<file path="config.mk">
export PLATFORM = sky130hd
export DESIGN_NAME = serdes_link_ctrl_flat
export DESIGN_NICKNAME = d
export VERILOG_FILES = /design/src/rtl/serdes_pkg.sv /design/src/rtl/serdes_link_ctrl_if.sv /design/src/rtl/serdes_err_mon.sv /design/src/rtl/serdes_link_ctrl.sv /design/src/flat_wrapper.sv
export SDC_FILE = /design/constraint.sdc
export NUM_CORES = 1
export LEC_CHECK = 0
export BUFFER_PORTS_ARGS = -buffer_cell sky130_fd_sc_hd__buf_2
export CAP_MARGIN = 30
export CORE_ASPECT_RATIO = 0.5
export CORE_MARGIN = 1.5
export CORE_UTILIZATION = 30
export DETAILED_ROUTE_END_ITERATION = 10
export HOLD_SLACK_MARGIN = 0.1
export PLACE_DENSITY = 0.53
export SYNTH_ARGS = -nofsm -noshare
export SYNTH_HDL_FRONTEND = slang
export SYNTH_SLANG_ARGS = --single-unit
</file>
<file path="constraint.sdc">
create_clock -name i_Clk -period 4.37 [get_ports i_Clk]
set_clock_uncertainty 0.05 [all_clocks]
set_input_delay 0.437 -clock i_Clk [delete_from_list [all_inputs] [get_ports i_Clk]]
set_output_delay 0.437 -clock i_Clk [all_outputs]
set_load 0.005 [all_outputs]
</file>
<file path="src/rtl/serdes_pkg.sv">
// Shared types and constants for the SerDes link controller.
package serdes_pkg;

    // Link controller states; the encoding is visible on o_State.
    typedef enum logic [1:0] {
        ST_IDLE    = 2'd0,
        ST_TRAIN   = 2'd1,
        ST_LINK_UP = 2'd2,
        ST_RECOVER = 2'd3
    } link_state_t;

    // K28.5 comma character used for training and idle fill.
    localparam logic [7:0] K28_5_BYTE = 8'hBC;
    // Ceiling of the retrain counter.
    localparam logic [7:0] RETRY_MAX  = 8'hFF;

    // Increment that sticks at RETRY_MAX.
    function automatic logic [7:0] sat_inc8(input logic [7:0] v);
        return (v == RETRY_MAX) ? v : v + 8'd1;
    endfunction

endpackage

</file>
<file path="src/rtl/serdes_link_ctrl_if.sv">
// Byte-level signals between the link controller, the user side and the
// SerDes datapath (serializer byte input, decoder status, deserializer FIFO).
interface serdes_link_ctrl_if;
    logic [7:0] i_Tx_Data;
    logic       i_Tx_Valid;
    logic       o_Tx_Ready;
    logic [7:0] o_Ser_Data;
    logic       o_Ser_K;
    logic       i_Rx_Valid;
    logic       i_Rx_Comma;
    logic       i_Rx_Code_Err;
    logic       i_Fifo_Full;
    logic       i_Fifo_Empty;
    logic       o_W_En;
    logic       o_R_En;

    // Controller side.
    modport master (
        input  i_Tx_Data, i_Tx_Valid, i_Rx_Valid, i_Rx_Comma, i_Rx_Code_Err,
               i_Fifo_Full, i_Fifo_Empty,
        output o_Tx_Ready, o_Ser_Data, o_Ser_K, o_W_En, o_R_En
    );

    // User / datapath side.
    modport slave (
        output i_Tx_Data, i_Tx_Valid, i_Rx_Valid, i_Rx_Comma, i_Rx_Code_Err,
               i_Fifo_Full, i_Fifo_Empty,
        input  o_Tx_Ready, o_Ser_Data, o_Ser_K, o_W_En, o_R_En
    );
endinterface

</file>
<file path="src/rtl/serdes_err_mon.sv">
// Receive code-error monitor: counts decoder errors inside a free-running
// fixed-length window and flags when the count reaches the limit.
module serdes_err_mon
    import serdes_pkg::*;
#(
    parameter int ERR_WINDOW = 256,
    parameter int ERR_MAX    = 4
) (
    input  logic clk,
    input  logic srst,
    input  logic clr,          // holds both counters at zero (link not up)
    input  logic rx_valid,
    input  logic rx_code_err,
    output logic err_trip
);
    localparam int WIN_W = $clog2(ERR_WINDOW) + 1;
    localparam int ERR_W = $clog2(ERR_MAX) + 1;

    logic [WIN_W-1:0] win_q, win_d;
    logic [ERR_W-1:0] err_q, err_d;
    logic             err_now;
    logic             wrap;

    // Window/error next-state; an error on the wrap cycle opens the new window.
    always_comb begin
        err_now  = rx_valid & rx_code_err;
        wrap     = (win_q == WIN_W'(ERR_WINDOW - 1));
        win_d    = wrap ? '0 : win_q + WIN_W'(1);
        err_d    = wrap ? '0 : err_q;
        if (err_now) begin
            err_d = err_d + ERR_W'(1);
        end
        err_trip = 1'b0;
        if (clr) begin
            win_d = '0;
            err_d = '0;
        end else if (err_d >= ERR_W'(ERR_MAX)) begin
            err_trip = 1'b1;
        end
    end

    // Counter registers.
    always_ff @(posedge clk) begin
        if (srst) begin
            win_q <= '0;
            err_q <= '0;
        end else begin
            win_q <= win_d;
            err_q <= err_d;
        end
    end

endmodule

</file>
<file path="src/rtl/serdes_link_ctrl.sv">
// Link bring-up and run-time controller: comma training, lock detection,
// user byte muxing onto the serializer, FIFO enable gating and retrain on
// training timeout or excess receive code errors.
module serdes_link_ctrl
    import serdes_pkg::*;
#(
    parameter int RST_HOLD      = 16,
    parameter int LOCK_CNT      = 8,
    parameter int TRAIN_TIMEOUT = 1024,
    parameter int ERR_WINDOW    = 256,
    parameter int ERR_MAX       = 4
) (
    input  logic                i_Clk,
    input  logic                i_Rst,
    serdes_link_ctrl_if.master  lnk,
    output logic                o_Link_Up,
    output logic [1:0]          o_State,
    output logic [7:0]          o_Retry_Cnt
);
    localparam int HOLD_W = $clog2(RST_HOLD) + 1;
    localparam int LOCK_W = $clog2(LOCK_CNT) + 1;
    localparam int TO_W   = $clog2(TRAIN_TIMEOUT) + 1;

    link_state_t       state_q, state_d;
    logic [HOLD_W-1:0] hold_q, hold_d;
    logic [LOCK_W-1:0] lock_q, lock_d;
    logic [TO_W-1:0]   to_q, to_d;
    logic [7:0]        retry_q, retry_d;
    logic [7:0]        ser_data_q, ser_data_d;
    logic              ser_k_q, ser_k_d;
    logic              tx_ready_q, tx_ready_d;
    logic              w_en_q, w_en_d;
    logic              r_en_q, r_en_d;
    logic              link_up_q, link_up_d;
    logic              rx_good;
    logic              err_trip;

    // Error monitor only runs while the link is up.
    serdes_err_mon #(
        .ERR_WINDOW (ERR_WINDOW),
        .ERR_MAX    (ERR_MAX)
    ) u_err_mon (
        .clk         (i_Clk),
        .srst        (i_Rst),
        .clr         (state_q != ST_LINK_UP),
        .rx_valid    (lnk.i_Rx_Valid),
        .rx_code_err (lnk.i_Rx_Code_Err),
        .err_trip    (err_trip)
    );

    // Next state, per-state counters and registered output values.
    always_comb begin
        state_d = state_q;
        hold_d  = '0;
        lock_d  = '0;
        to_d    = '0;
        retry_d = retry_q;
        rx_good = lnk.i_Rx_Valid & lnk.i_Rx_Comma & ~lnk.i_Rx_Code_Err;

        case (state_q)
            ST_IDLE: begin
                hold_d = hold_q + HOLD_W'(1);
                if (hold_q == HOLD_W'(RST_HOLD - 1)) begin
                    hold_d  = '0;
                    state_d = ST_TRAIN;
                end
            end
            ST_TRAIN: begin
                lock_d = lock_q;
                if (lnk.i_Rx_Valid) begin
                    lock_d = rx_good ? lock_q + LOCK_W'(1) : '0;
                end
                to_d = to_q + TO_W'(1);
                // Lock takes priority over a timeout in the same cycle.
                if (lock_d == LOCK_W'(LOCK_CNT)) begin
                    lock_d  = '0;
                    to_d    = '0;
                    state_d = ST_LINK_UP;
                end else if (to_q == TO_W'(TRAIN_TIMEOUT - 1)) begin
                    lock_d  = '0;
                    to_d    = '0;
                    state_d = ST_RECOVER;
                end
            end
            ST_LINK_UP: begin
                if (err_trip) begin
                    state_d = ST_RECOVER;
                end
            end
            default: begin
                state_d = ST_IDLE;
            end
        endcase

        // RECOVER lasts exactly one cycle, so this counts each retrain once.
        if (state_d == ST_RECOVER) begin
            retry_d = sat_inc8(retry_q);
        end

        // Enables follow the next state so they drop together on exit.
        link_up_d  = (state_d == ST_LINK_UP);
        tx_ready_d = (state_d == ST_LINK_UP);
        w_en_d     = (state_d == ST_LINK_UP) & ~lnk.i_Fifo_Full;
        r_en_d     = (state_d == ST_LINK_UP) & ~lnk.i_Fifo_Empty;

        // A byte is taken only while o_Tx_Ready is high; otherwise idle comma.
        if ((state_q == ST_LINK_UP) && lnk.i_Tx_Valid) begin
            ser_data_d = lnk.i_Tx_Data;
            ser_k_d    = 1'b0;
        end else begin
            ser_data_d = K28_5_BYTE;
            ser_k_d    = 1'b1;
        end
    end

    // State, counter and output registers.
    always_ff @(posedge i_Clk) begin
        if (i_Rst) begin
            state_q    <= ST_IDLE;
            hold_q     <= '0;
            lock_q     <= '0;
            to_q       <= '0;
            retry_q    <= '0;
            ser_data_q <= K28_5_BYTE;
            ser_k_q    <= 1'b1;
            tx_ready_q <= 1'b0;
            w_en_q     <= 1'b0;
            r_en_q     <= 1'b0;
            link_up_q  <= 1'b0;
        end else begin
            state_q    <= state_d;
            hold_q     <= hold_d;
            lock_q     <= lock_d;
            to_q       <= to_d;
            retry_q    <= retry_d;
            ser_data_q <= ser_data_d;
            ser_k_q    <= ser_k_d;
            tx_ready_q <= tx_ready_d;
            w_en_q     <= w_en_d;
            r_en_q     <= r_en_d;
            link_up_q  <= link_up_d;
        end
    end

    assign lnk.o_Tx_Ready = tx_ready_q;
    assign lnk.o_Ser_Data = ser_data_q;
    assign lnk.o_Ser_K    = ser_k_q;
    assign lnk.o_W_En     = w_en_q;
    assign lnk.o_R_En     = r_en_q;
    assign o_Link_Up      = link_up_q;
    assign o_State        = state_q;
    assign o_Retry_Cnt    = retry_q;

endmodule

</file>
<file path="src/flat_wrapper.sv">
// flat-port wrapper written by rule: the top's interface ports become plain ports
module serdes_link_ctrl_flat import serdes_pkg::*;
#(
    parameter int RST_HOLD      = 16,
    parameter int LOCK_CNT      = 8,
    parameter int TRAIN_TIMEOUT = 1024,
    parameter int ERR_WINDOW    = 256,
    parameter int ERR_MAX       = 4
)
  (i_Clk, i_Rst, o_Link_Up, o_State, o_Retry_Cnt, lnk_i_Tx_Data, lnk_i_Tx_Valid, lnk_i_Rx_Valid, lnk_i_Rx_Comma, lnk_i_Rx_Code_Err, lnk_i_Fifo_Full, lnk_i_Fifo_Empty, lnk_o_Tx_Ready, lnk_o_Ser_Data, lnk_o_Ser_K, lnk_o_W_En, lnk_o_R_En);
  serdes_link_ctrl_if lnk_i ();
  input  logic i_Clk;
  input  logic i_Rst;
  output logic o_Link_Up;
  output logic [1:0] o_State;
  output logic [7:0] o_Retry_Cnt;
  input wire logic [$bits(lnk_i.i_Tx_Data)-1:0] lnk_i_Tx_Data;
  input wire logic [$bits(lnk_i.i_Tx_Valid)-1:0] lnk_i_Tx_Valid;
  input wire logic [$bits(lnk_i.i_Rx_Valid)-1:0] lnk_i_Rx_Valid;
  input wire logic [$bits(lnk_i.i_Rx_Comma)-1:0] lnk_i_Rx_Comma;
  input wire logic [$bits(lnk_i.i_Rx_Code_Err)-1:0] lnk_i_Rx_Code_Err;
  input wire logic [$bits(lnk_i.i_Fifo_Full)-1:0] lnk_i_Fifo_Full;
  input wire logic [$bits(lnk_i.i_Fifo_Empty)-1:0] lnk_i_Fifo_Empty;
  output wire logic [$bits(lnk_i.o_Tx_Ready)-1:0] lnk_o_Tx_Ready;
  output wire logic [$bits(lnk_i.o_Ser_Data)-1:0] lnk_o_Ser_Data;
  output wire logic [$bits(lnk_i.o_Ser_K)-1:0] lnk_o_Ser_K;
  output wire logic [$bits(lnk_i.o_W_En)-1:0] lnk_o_W_En;
  output wire logic [$bits(lnk_i.o_R_En)-1:0] lnk_o_R_En;
  assign lnk_i.i_Tx_Data = lnk_i_Tx_Data;
  assign lnk_i.i_Tx_Valid = lnk_i_Tx_Valid;
  assign lnk_i.i_Rx_Valid = lnk_i_Rx_Valid;
  assign lnk_i.i_Rx_Comma = lnk_i_Rx_Comma;
  assign lnk_i.i_Rx_Code_Err = lnk_i_Rx_Code_Err;
  assign lnk_i.i_Fifo_Full = lnk_i_Fifo_Full;
  assign lnk_i.i_Fifo_Empty = lnk_i_Fifo_Empty;
  assign lnk_o_Tx_Ready = lnk_i.o_Tx_Ready;
  assign lnk_o_Ser_Data = lnk_i.o_Ser_Data;
  assign lnk_o_Ser_K = lnk_i.o_Ser_K;
  assign lnk_o_W_En = lnk_i.o_W_En;
  assign lnk_o_R_En = lnk_i.o_R_En;
  serdes_link_ctrl #(.RST_HOLD(RST_HOLD), .LOCK_CNT(LOCK_CNT), .TRAIN_TIMEOUT(TRAIN_TIMEOUT), .ERR_WINDOW(ERR_WINDOW), .ERR_MAX(ERR_MAX)) u_core (.i_Clk(i_Clk), .i_Rst(i_Rst), .lnk(lnk_i), .o_Link_Up(o_Link_Up), .o_State(o_State), .o_Retry_Cnt(o_Retry_Cnt));
endmodule
</file>
==> results of run 1 <==
-- power by group through the flow --
stage	registers, mW	clock network (mW)	logic, mW
after floorplan	0.507	0	0.0130
after global placement	0.507	0	0.0217
after detailed placement	0.507	0	0.0226
after CTS	0.496	0.452	0.0227
after global routing	0.496	0.474	0.0262
final	0.496	0.437	0.0224
-- metal layers --
| metal | track usage | vias to the layer above |
|---|---|---|
| met2 | 0.198 | 21 |
| li1 | - | 894 |
| met4 | 0.0560 | 0 |
| met1 | 0.128 | 787 |
| met5 | 0 | - |
| met3 | 0.0410 | 6 |
-- critical path, stage by stage, from the launching register on --
cell and delay, ns:
dfxtp_1 0.32, ha_1 0.22, nand3_1 0.15, nor2_1 0.07, ha_1 0.21, nor2b_1 0.20
ha_1 0.19, nand3_1 0.09, xnor2_1 0.17, nand4bb_1 0.20, o31a_1 0.25, or4_1 0.44
a21oi_1 0.14
-- cells by family after synthesis --
kind of cell | share of synthesized area
AOI/OAI and AO/OA | 0.0760
xor gates and xnor gates | 0.0749
adders and majority gates | 0.0450
buffers and inverters | 0.0360
DFF | 0.486
muxes | 0.00901
and+or+nand+nor | 0.273
-- through the flow --
stage	cells	hold WS [ns]	power, mW
final	374	0.245	0.956
after CTS	374	0.238	0.971
after global placement	366	0.365	0.529
after global routing	374	0.244	0.996
after floorplan	243	0.355	0.520
after detailed placement	366	0.378	0.530
-- worst max-delay path by stage --
stage,slack (ns),end,cells after the start,startpoint
final,1.60,u_core.o_Retry_Cnt[6],12,u_core.u_err_mon.win_q[0]
after global routing,1.33,u_core.o_Retry_Cnt[5],12,u_core.u_err_mon.win_q[0]
after CTS,1.57,u_core.o_Retry_Cnt[6],12,u_core.u_err_mon.win_q[0]
after detailed placement,1.59,u_core.o_Retry_Cnt[6],12,u_core.u_err_mon.win_q[0]
after global placement,1.70,u_core.o_Retry_Cnt[6],12,u_core.u_err_mon.win_q[0]
after floorplan,1.87,u_core.o_Retry_Cnt[7],13,u_core.u_err_mon.win_q[0]
-- registers in the layout, summed over array words and instances, names as in the netlist, 2 cells and up --
name,flops
u_core.lock_q,4
u_core.o_State,2
u_core.u_err_mon.win_q,9
u_core.lnk.o_Ser_Data,8
u_core.to_q,11
u_core.u_err_mon.err_q,3
u_core.hold_q,5
u_core.o_Retry_Cnt,8
-- cells in the final DEF (no fill, tap or decap), types with 3 or more instances in the layout --
cell and instances:
dfxtp_1 54, a21oi_1 10, nand2b_1 10, nand2_1 15, xnor2_1 10, nor2_1 41, buf_2 38, nand4_1 7
or3_1 8, clkbuf_16 5, o21ai_0 8, xor2_1 9, inv_1 10, ha_1 8, nand3_1 11, and3_1 7
nor2b_1 3
-- final cells by class --
class,instances,area (um2),share of cell area
tap,92,115,0.0434
multi-input combinational,172,1060,0.400
sequential,54,1080,0.408
clock buffer,5,125,0.0472
inverter,10,37.5,0.0142
timing repair buffer,38,190,0.0718
clock inverter,3,40.0,0.0151
==> results.yml, run 1 <==
power_and_ir_drop:
  p_clk_frac: 0.458
  ir_drop_v: 0.000149
  pwr-share-seq: 0.519
  leakage_nw: 1.03
  power_frac_comb: 0.023
  switching_share: 0.191
  switching_power_uw: 182
  pwr_density_cell_nw_per_um2: 361
  intPower_uw: 773
drt:
  via_per_inst: 4.57
  drcViolationCount: 0
  wl_met3_um: 171
  dr.max_layer_used: "met4"
  route.detailed.wl_per_inst_um: 10.8
  firstDrtPassIters: 4
  drt-total-wl_um: 4030
  met1_length_um: 1880
  drt-initial-drc-count: 76
  vias: 1708
  wl_met2_um: 1890
  ant_nets: 0
global_route:
  grt_pass1_wl_um: 7400
  grt_max_degree: 17
  gr-total-overflow: 0
  grt_pass1_vias: 1693
  antenna_found_initial: 0
  grt.total_usage: 0.115
layout:
  fin_area_um2: 2650
  insertedDiodeCount: 0
  fill_cells: 707
  drive_gt1_frac: 0.199
  synthToLayoutAreaGrowth_pct: 19.3
  utilization: 0.383
  fin_nets: 305
placement:
  place_worst_setup_slack_ns: 1.59
  place_congestion: 0.766
  place.port_buffers: 38
  dpl.hpwl_um: 2990
  dpl_cell_area_um2: 2480
synthesis:
  ys_seq_area_frac: 0.486
  synth_cell_types: 37
  syn_area_um2: 2220
  synth-edff-count: 0
  syn_inst: 243
  synth-seq-cells: 54
  synth.top_cell.area_share: 0.486
  syn_nets: 267
  yosysTopAreaCell: "dfxtp_1"
  synthTopCellsByCount: "dfxtp_1 (54), nor2_1 (41), nand2_1 (15)"
  yosysMostFrequentCell: "dfxtp_1"
  ys.flop_type: "dfxtp_1"
  ys.warnings.count: 0
  synth-async-reset-ratio: 0
  netlist_top_cells_area: "dfxtp_1 (49%), nor2_1 (6.9%), ha_1 (4.5%)"
  avgSynthCellArea_um2: 9.14
timing:
  grt_setup_unrepaired: "no"
  tightest_slew_ns: 0.500
  setup_ws_ns: 1.60
  maxSlewHeadroom: 0.666
  final.setup.tns_ns: 0
  fmax_mhz: 361
  finalCriticalPeriod_ns: 2.77
  finalHoldViolCount: 0
  final_max_slew_viol_count: 0
  fin_crit_sh: 0.634
  setup-violations-final: 0
critical_path:
  worstReg2RegStart: "u_core.u_err_mon.win_q[0]"
  cp-start-kind: "flop"
  r2r_cells: 12
  path_class: "reg -> reg"
  end_kind: "flop"
  critPathRequiredTime_ns: 4.54
  cp_max_fo: 14
  worstPathArrival_ns: 2.95
  reg2reg_slack_ns: 1.60
  r2r_end: "u_core.o_Retry_Cnt[6]"
floorplan:
  die_w_um: 125
  core_area_um2: 6910
  die_y_um: 63.9
  ioPinCount: 39
  row_count: 21
  dieArea_um2: 7960
  initial_core_util: 0.322
clocking:
  ctsHtreeMaxLevel: 2
  cts_made_buffers: 5
  clockBufferDepth: 2
  clock-root-buffer: "clkbuf_16"
  clkTransAtPathRegs_ns: 0.07
  clock-sinks: 54
  cts_tree: "done"
  cts_resized: 0
  hold_buffers: 0
  postCtsSetupRepairBufs: 0
  clkLatencyLatePin_ns: 0.29
outcome:
  status: "finished, final reports clean"
flow_run:
  cap_violations: 0
worst_hold_path:
  whs_endpoint: "u_core.lnk.o_R_En"
  min_path_type: "in -> reg"
  hold_start: "lnk_i_Fifo_Empty"
  whs_path_depth: 2
Power figures use the tool's default switching activity.
==> inputs of run 2 (changes only) <==
- ABC_AREA: unset -> 1
- clock period: 4.37 -> 2.6 ns (I/O delays scaled with it)
==> run 2 against run 1 <==
  * Maximum frequency grew 14%
  * Sequential cell count stayed put
  * Final cell count up 15%
  * Worst setup slack lost 1.4 ns
  * Critical path type unchanged
  * Critical endpoint is now u_core.o_Retry_Cnt[0]
==> results.yml, run 2 <==
outcome:
  status: "finished, final reports clean"
synthesis:
  yosysTopAreaCell: "dfxtp_1"
  syn_nets: 310
  synth-seq-cells: 54
  syn_inst: 286
  ys_seq_area_frac: 0.475
  synth-edff-count: 0
  avgSynthCellArea_um2: 7.96
  synth-async-reset-ratio: 0
  ys.warnings.count: 0
  yosysMostFrequentCell: "dfxtp_1"
  synth.top_cell.area_share: 0.475
  syn_area_um2: 2280
  ys.flop_type: "dfxtp_1"
  netlist_top_cells_area: "dfxtp_1 (47%), nand2_1 (7.6%), nor2_1 (7.3%)"
  synthTopCellsByCount: "dfxtp_1 (54), nand2_1 (46), nor2_1 (44)"
  synth_cell_types: 33
drt:
  via_per_inst: 4.37
  drt-total-wl_um: 4160
  firstDrtPassIters: 4
  drt-initial-drc-count: 66
  drcViolationCount: 0
  vias: 1881
  ant_nets: 0
  route.detailed.wl_per_inst_um: 9.68
placement:
  place.port_buffers: 38
  place_worst_setup_slack_ns: 0.00217
  dpl.hpwl_um: 3150
  place_congestion: 0.775
  dp.cells: 419
  dpl_cell_area_um2: 2580
layout:
  multi_input_area_um2: 1060
  largest_register_ff_count: 11
  largestRegisters: "u_core.to_q x11, u_core.u_err_mon.win_q x9"
  final_cells: 430
  insertedDiodeCount: 0
  fin_area_um2: 2820
  synthToLayoutAreaGrowth_pct: 23.9
  max_flop_register: "u_core.to_q"
  regArea_um2: 1080
  fin_nets: 357
  drive_gt1_frac: 0.254
  final_common_cell: "dfxtp_1"
  fill_cells: 730
  layout_common_cells: "dfxtp_1 (52), nor2_1 (43), nand2_1 (43)"
floorplan:
  die_w_um: 126
  ioPinCount: 39
  row_count: 22
  initial_core_util: 0.310
  die_y_um: 64.6
  core_area_um2: 7350
  dieArea_um2: 8150
timing:
  finalHoldViolCount: 0
  final_max_slew_viol_count: 0
  final.setup.tns_ns: 0
  setup_ws_ns: 0.171
  finalCriticalPeriod_ns: 2.43
  fin_crit_sh: 0.934
  setup-violations-final: 0
  fmax_mhz: 412
  tightest_slew_ns: 0.297
  maxSlewHeadroom: 0.802
global_route:
  grt_pass1_vias: 1735
  gr-total-overflow: 0
  grt.total_usage: 0.109
  grt_max_degree: 16
  grt_pass1_wl_um: 7160
  antenna_found_initial: 0
critical_path:
  worstPathArrival_ns: 2.57
  cp_slowest_cell: "dfxtp_2"
  crit_path_frequent_cell: "inv_2"
  reg2reg_slack_ns: 0.17
  path_class: "reg -> reg"
  cp-start-kind: "flop"
  max_stage_delay_ns: 0.35
  critPathRequiredTime_ns: 2.74
  cp_max_fo: 6
  end_kind: "flop"
  crit_path_cell_trace: "ha_4 > nand2_4 > nor2_4 > nand3_2 > nor3_2 > ha_2 > inv_2 > nand2_2 > inv_2 > ha_2 > nand4_1 > nand3_2 > nand2_2 > inv_2 > a21oi_4 > buf_6 > nand3_1 > nand2_1 > nor2_1"
power_and_ir_drop:
  ir_drop_v: 0.000221
  leakage_nw: 1.21
  pwr_density_cell_nw_per_um2: 542
clocking:
  ctsHtreeMaxLevel: 2
  clkTransAtPathRegs_ns: 0.07
  clock-sinks: 54
  clock-root-buffer: "clkbuf_16"
  clkLatencyLatePin_ns: 0.29
  clockBufferDepth: 2
  cts_tree: "done"
  cts_made_buffers: 5
flow_run:
  cap_violations: 0
worst_hold_path:
  min_path_type: "in -> reg"
[run 2: timing repair]
item                                    4_1_cts  5_1_grt
endpoints found under the setup margin        8       11
resized for setup                             1       20
buffers inserted                              0        1
pin swaps                                     0       13
hold buffers                                  2        0
endpoints found under the hold margin         2        0
[run 2: worst paths after layout]
| kind | start | end | depth (start not counted) |
|---|---|---|---|
| setup / recovery | u_core.u_err_mon.win_q[1] | u_core.o_Retry_Cnt[0] | 19 |
| setup reg to reg | u_core.u_err_mon.win_q[1] | u_core.o_Retry_Cnt[0] | 19 |
| hold / removal | lnk_i_Tx_Data[2] | u_core.lnk.o_Ser_Data[2] | 2 |
| hold reg to reg | u_core.to_q[0] | u_core.to_q[0] | 1 |
[run 2: cell families (layout without fill, tap and decap cells)]
family / Yosys count / in the layout / synth area share
compound gates: 31 / 31 / 0.0781
fa+ha+maj: 8 / 8 / 0.0440
flops: 54 / 54 / 0.475
xor+xnor: 9 / 9 / 0.0346
buf+inv: 45 / 93 / 0.0830
simple gates: 139 / 139 / 0.285
[run 2: final cells by class]
class | instances | area share
clock inverter | 1 | 0.00177
sequential | 54 | 0.384
timing repair buffer | 45 | 0.0905
inverter | 40 | 0.0532
multi-input combinational | 187 | 0.377
clock buffer | 7 | 0.0506
tap | 96 | 0.0426
[run 2: metrics by stage]
step | total power [mW] | util | hold slack (ns)
after global routing | 1.60 | 0.384 | 0.105
after floorplan | 0.872 | - | 0.282
after CTS | 1.55 | 0.374 | 0.101
after global placement | 0.885 | 0.351 | 0.368
after detailed placement | 0.886 | 0.351 | 0.369
final | 1.53 | 0.384 | 0.108
[run 2: worst max-delay path: cells and delay by family, from the launching register on]
family	cells	cell delay [ns]
simple gates	11	0.92
buf+inv	4	0.29
compound gates	1	0.19
flops	1	0.35
fa+ha+maj	3	0.52
[run 2: report_power, final]
part | total, mW | switching, mW | internal (mW)
registers | 0.834 | 0.00265 | 0.831
clock network | 0.658 | 0.276 | 0.382
logic | 0.0358 | 0.0196 | 0.0162
[run 2: metal layers]
layer	GRT usage	share of wire
met1	0.127	0.50
met2	0.185	0.44
met3	0.0363	0.044
met4	0.0489	0.017
met5	0	0
==> inputs of run 3 (changes only) <==
- PLACE_DENSITY: 0.53 -> 0.51
==> run 3 against run 2 <==
  * First-iteration DRC count down 35%
  * Register-to-register slack worse by 0.03 ns
  * Design area up 2.0%
  * Sequential power about the same
  * Die area unchanged
  * Global-route usage about the same
  * Largest cell class unchanged
  * Utilization up 0.75 points
  * Hold slack worse by 0.00088 ns
  * Maximum frequency down 1.2%
==> results.yml, run 3 (same netlist as run 2, synthesis figures left out) <==
layout:
  largestRegisters: "u_core.to_q x11, u_core.u_err_mon.win_q x9"
  largest_register_ff_count: 11
  drive_gt1_frac: 0.269
  synthToLayoutAreaGrowth_pct: 26.3
  fin_nets: 361
  layout_common_cells: "dfxtp_1 (52), nor2_1 (43), nand2_1 (43)"
  insertedDiodeCount: 0
  final_common_cell: "dfxtp_1"
  utilization: 0.391
  max_flop_register: "u_core.to_q"
  fill_cells: 768
critical_path:
  cp-start-kind: "flop"
  max_stage_delay_ns: 0.35
  cp_max_fo: 5
  r2r_cells: 18
  cp-endpoint: "u_core.o_Retry_Cnt[3]"
  setup.worst_path.start: "u_core.u_err_mon.win_q[1]"
  crit_path_cell_trace: "ha_4 > nand2_4 > nor2_4 > nand3_2 > nor3_2 > ha_2 > inv_2 > nand2_2 > inv_2 > ha_4 > nand4_1 > nand3_2 > nand2_2 > inv_2 > a21oi_4 > buf_6 > nand3_1 > a21oi_1"
  path_class: "reg -> reg"
  r2r_end: "u_core.o_Retry_Cnt[3]"
  end_kind: "flop"
  worstPathArrival_ns: 2.63
  crit_path_frequent_cell: "inv_2"
  reg2reg_slack_ns: 0.14
  critPathRequiredTime_ns: 2.77
  worstReg2RegStart: "u_core.u_err_mon.win_q[1]"
  cp_slowest_cell: "dfxtp_2"
drt:
  drcViolationCount: 0
  drt-total-wl_um: 4300
  drt-initial-drc-count: 43
  route.detailed.wl_per_inst_um: 9.91
  ant_nets: 0
  via_per_inst: 4.39
  vias: 1907
  firstDrtPassIters: 4
timing:
  finalHoldViolCount: 0
  maxSlewHeadroom: 0.787
  fmax_mhz: 407
  final_max_slew_viol_count: 0
  setup_ws_ns: 0.141
  tightest_slew_ns: 0.319
  finalCriticalPeriod_ns: 2.46
  fin_crit_sh: 0.946
  setup-violations-final: 0
  grt_setup_unrepaired: "yes"
power_and_ir_drop:
  ir_drop_v: 0.000253
  leakage_nw: 1.22
  pwr_density_cell_nw_per_um2: 538
clocking:
  cts_made_buffers: 5
  clock-sinks: 54
  cts_tree: "done"
  clockBufferDepth: 2
  clkLatencyLatePin_ns: 0.29
  clock-root-buffer: "clkbuf_16"
  ctsHtreeMaxLevel: 2
  clkTransAtPathRegs_ns: 0.07
global_route:
  grt_pass1_vias: 1806
  grt_max_degree: 17
  grt_pass1_wl_um: 7220
  antenna_found_initial: 0
  gr-total-overflow: 0
  grt.total_usage: 0.109
placement:
  place_congestion: 0.728
  place_worst_setup_slack_ns: 0.0290
  dpl.hpwl_um: 3100
  place.port_buffers: 38
floorplan:
  core_area_um2: 7350
  row_count: 22
  ioPinCount: 39
  dieArea_um2: 8150
  initial_core_util: 0.310
  die_w_um: 126
  die_y_um: 64.6
worst_hold_path:
  hold_start: "lnk_i_Tx_Data[2]"
  min_path_type: "in -> reg"
flow_run:
  cap_violations: 0
outcome:
  status: "finished, final reports clean"
## run 3: metrics by stage
stage | hold WS [ns] | cells | power, mW | instance area (um2) | setup TNS (ns)
finish | 0.107 | 434 | 1.55 | 2880 | 0
global route | 0.100 | 434 | 1.60 | 2880 | -0.174
CTS | 0.101 | 431 | 1.57 | 2770 | 0
detailed placement | 0.369 | 420 | 0.886 | 2580 | 0
global placement | 0.368 | 420 | 0.885 | 2580 | 0
floorplan | 0.282 | 286 | 0.872 | 2280 | 0
## run 3: worst max-delay path, delay by kind of cell, from the launching register on
family | cells | cell delay [ns]
fa+ha+maj | 3 | 0.52
buf+inv | 4 | 0.29
flops | 1 | 0.35
simple gates | 9 | 0.81
compound gates | 2 | 0.37
## run 3: what timing repair did
action | CTS | global route
gates resized for setup | 2 | 22
setup endpoints to repair | 5 | 10
pin swaps | 0 | 13
hold endpoints to repair | 3 | 0
hold buffers | 3 | 0
setup buffers | 0 | 3
## run 3: area by class of cell
| cell class | instances | area (um2) | area share |
|---|---|---|---|
| multi-input cells | 187 | 1080 | 0.376 |
| repair buffers | 49 | 288 | 0.100 |
| flip-flops and latches | 54 | 1080 | 0.377 |
| well taps | 96 | 120 | 0.0418 |
| clock inverters | 2 | 12.5 | 0.00435 |
| clock buffers | 6 | 139 | 0.0483 |
| inverters | 40 | 150 | 0.0522 |
## run 3: worst min-delay path by stage
stage                     cells past startpoint                        to  slack [ns]
after detailed placement                      2         u_core.lnk.o_W_En        0.37
after global routing                          2  u_core.lnk.o_Ser_Data[2]        0.10
after global placement                        2         u_core.lnk.o_R_En        0.37
after CTS                                     2  u_core.lnk.o_Ser_Data[2]        0.10
final                                         2  u_core.lnk.o_Ser_Data[2]        0.11
after floorplan                               1         u_core.lnk.o_R_En        0.28
## run 3: power by group
group / switching (mW) / internal [mW]
registers: 0.00250 / 0.831
clock network: 0.295 / 0.382
logic: 0.0206 / 0.0171
## run 3: per-layer routing
metal | global-route usage | up-vias | routed length [um]
li1 | - | 1004 | -
met1 | 0.126 | 869 | 2140
met2 | 0.198 | 30 | 1980
met3 | 0.0248 | 4 | 126
met4 | 0.0474 | 0 | 59
met5 | 0 | - | 0
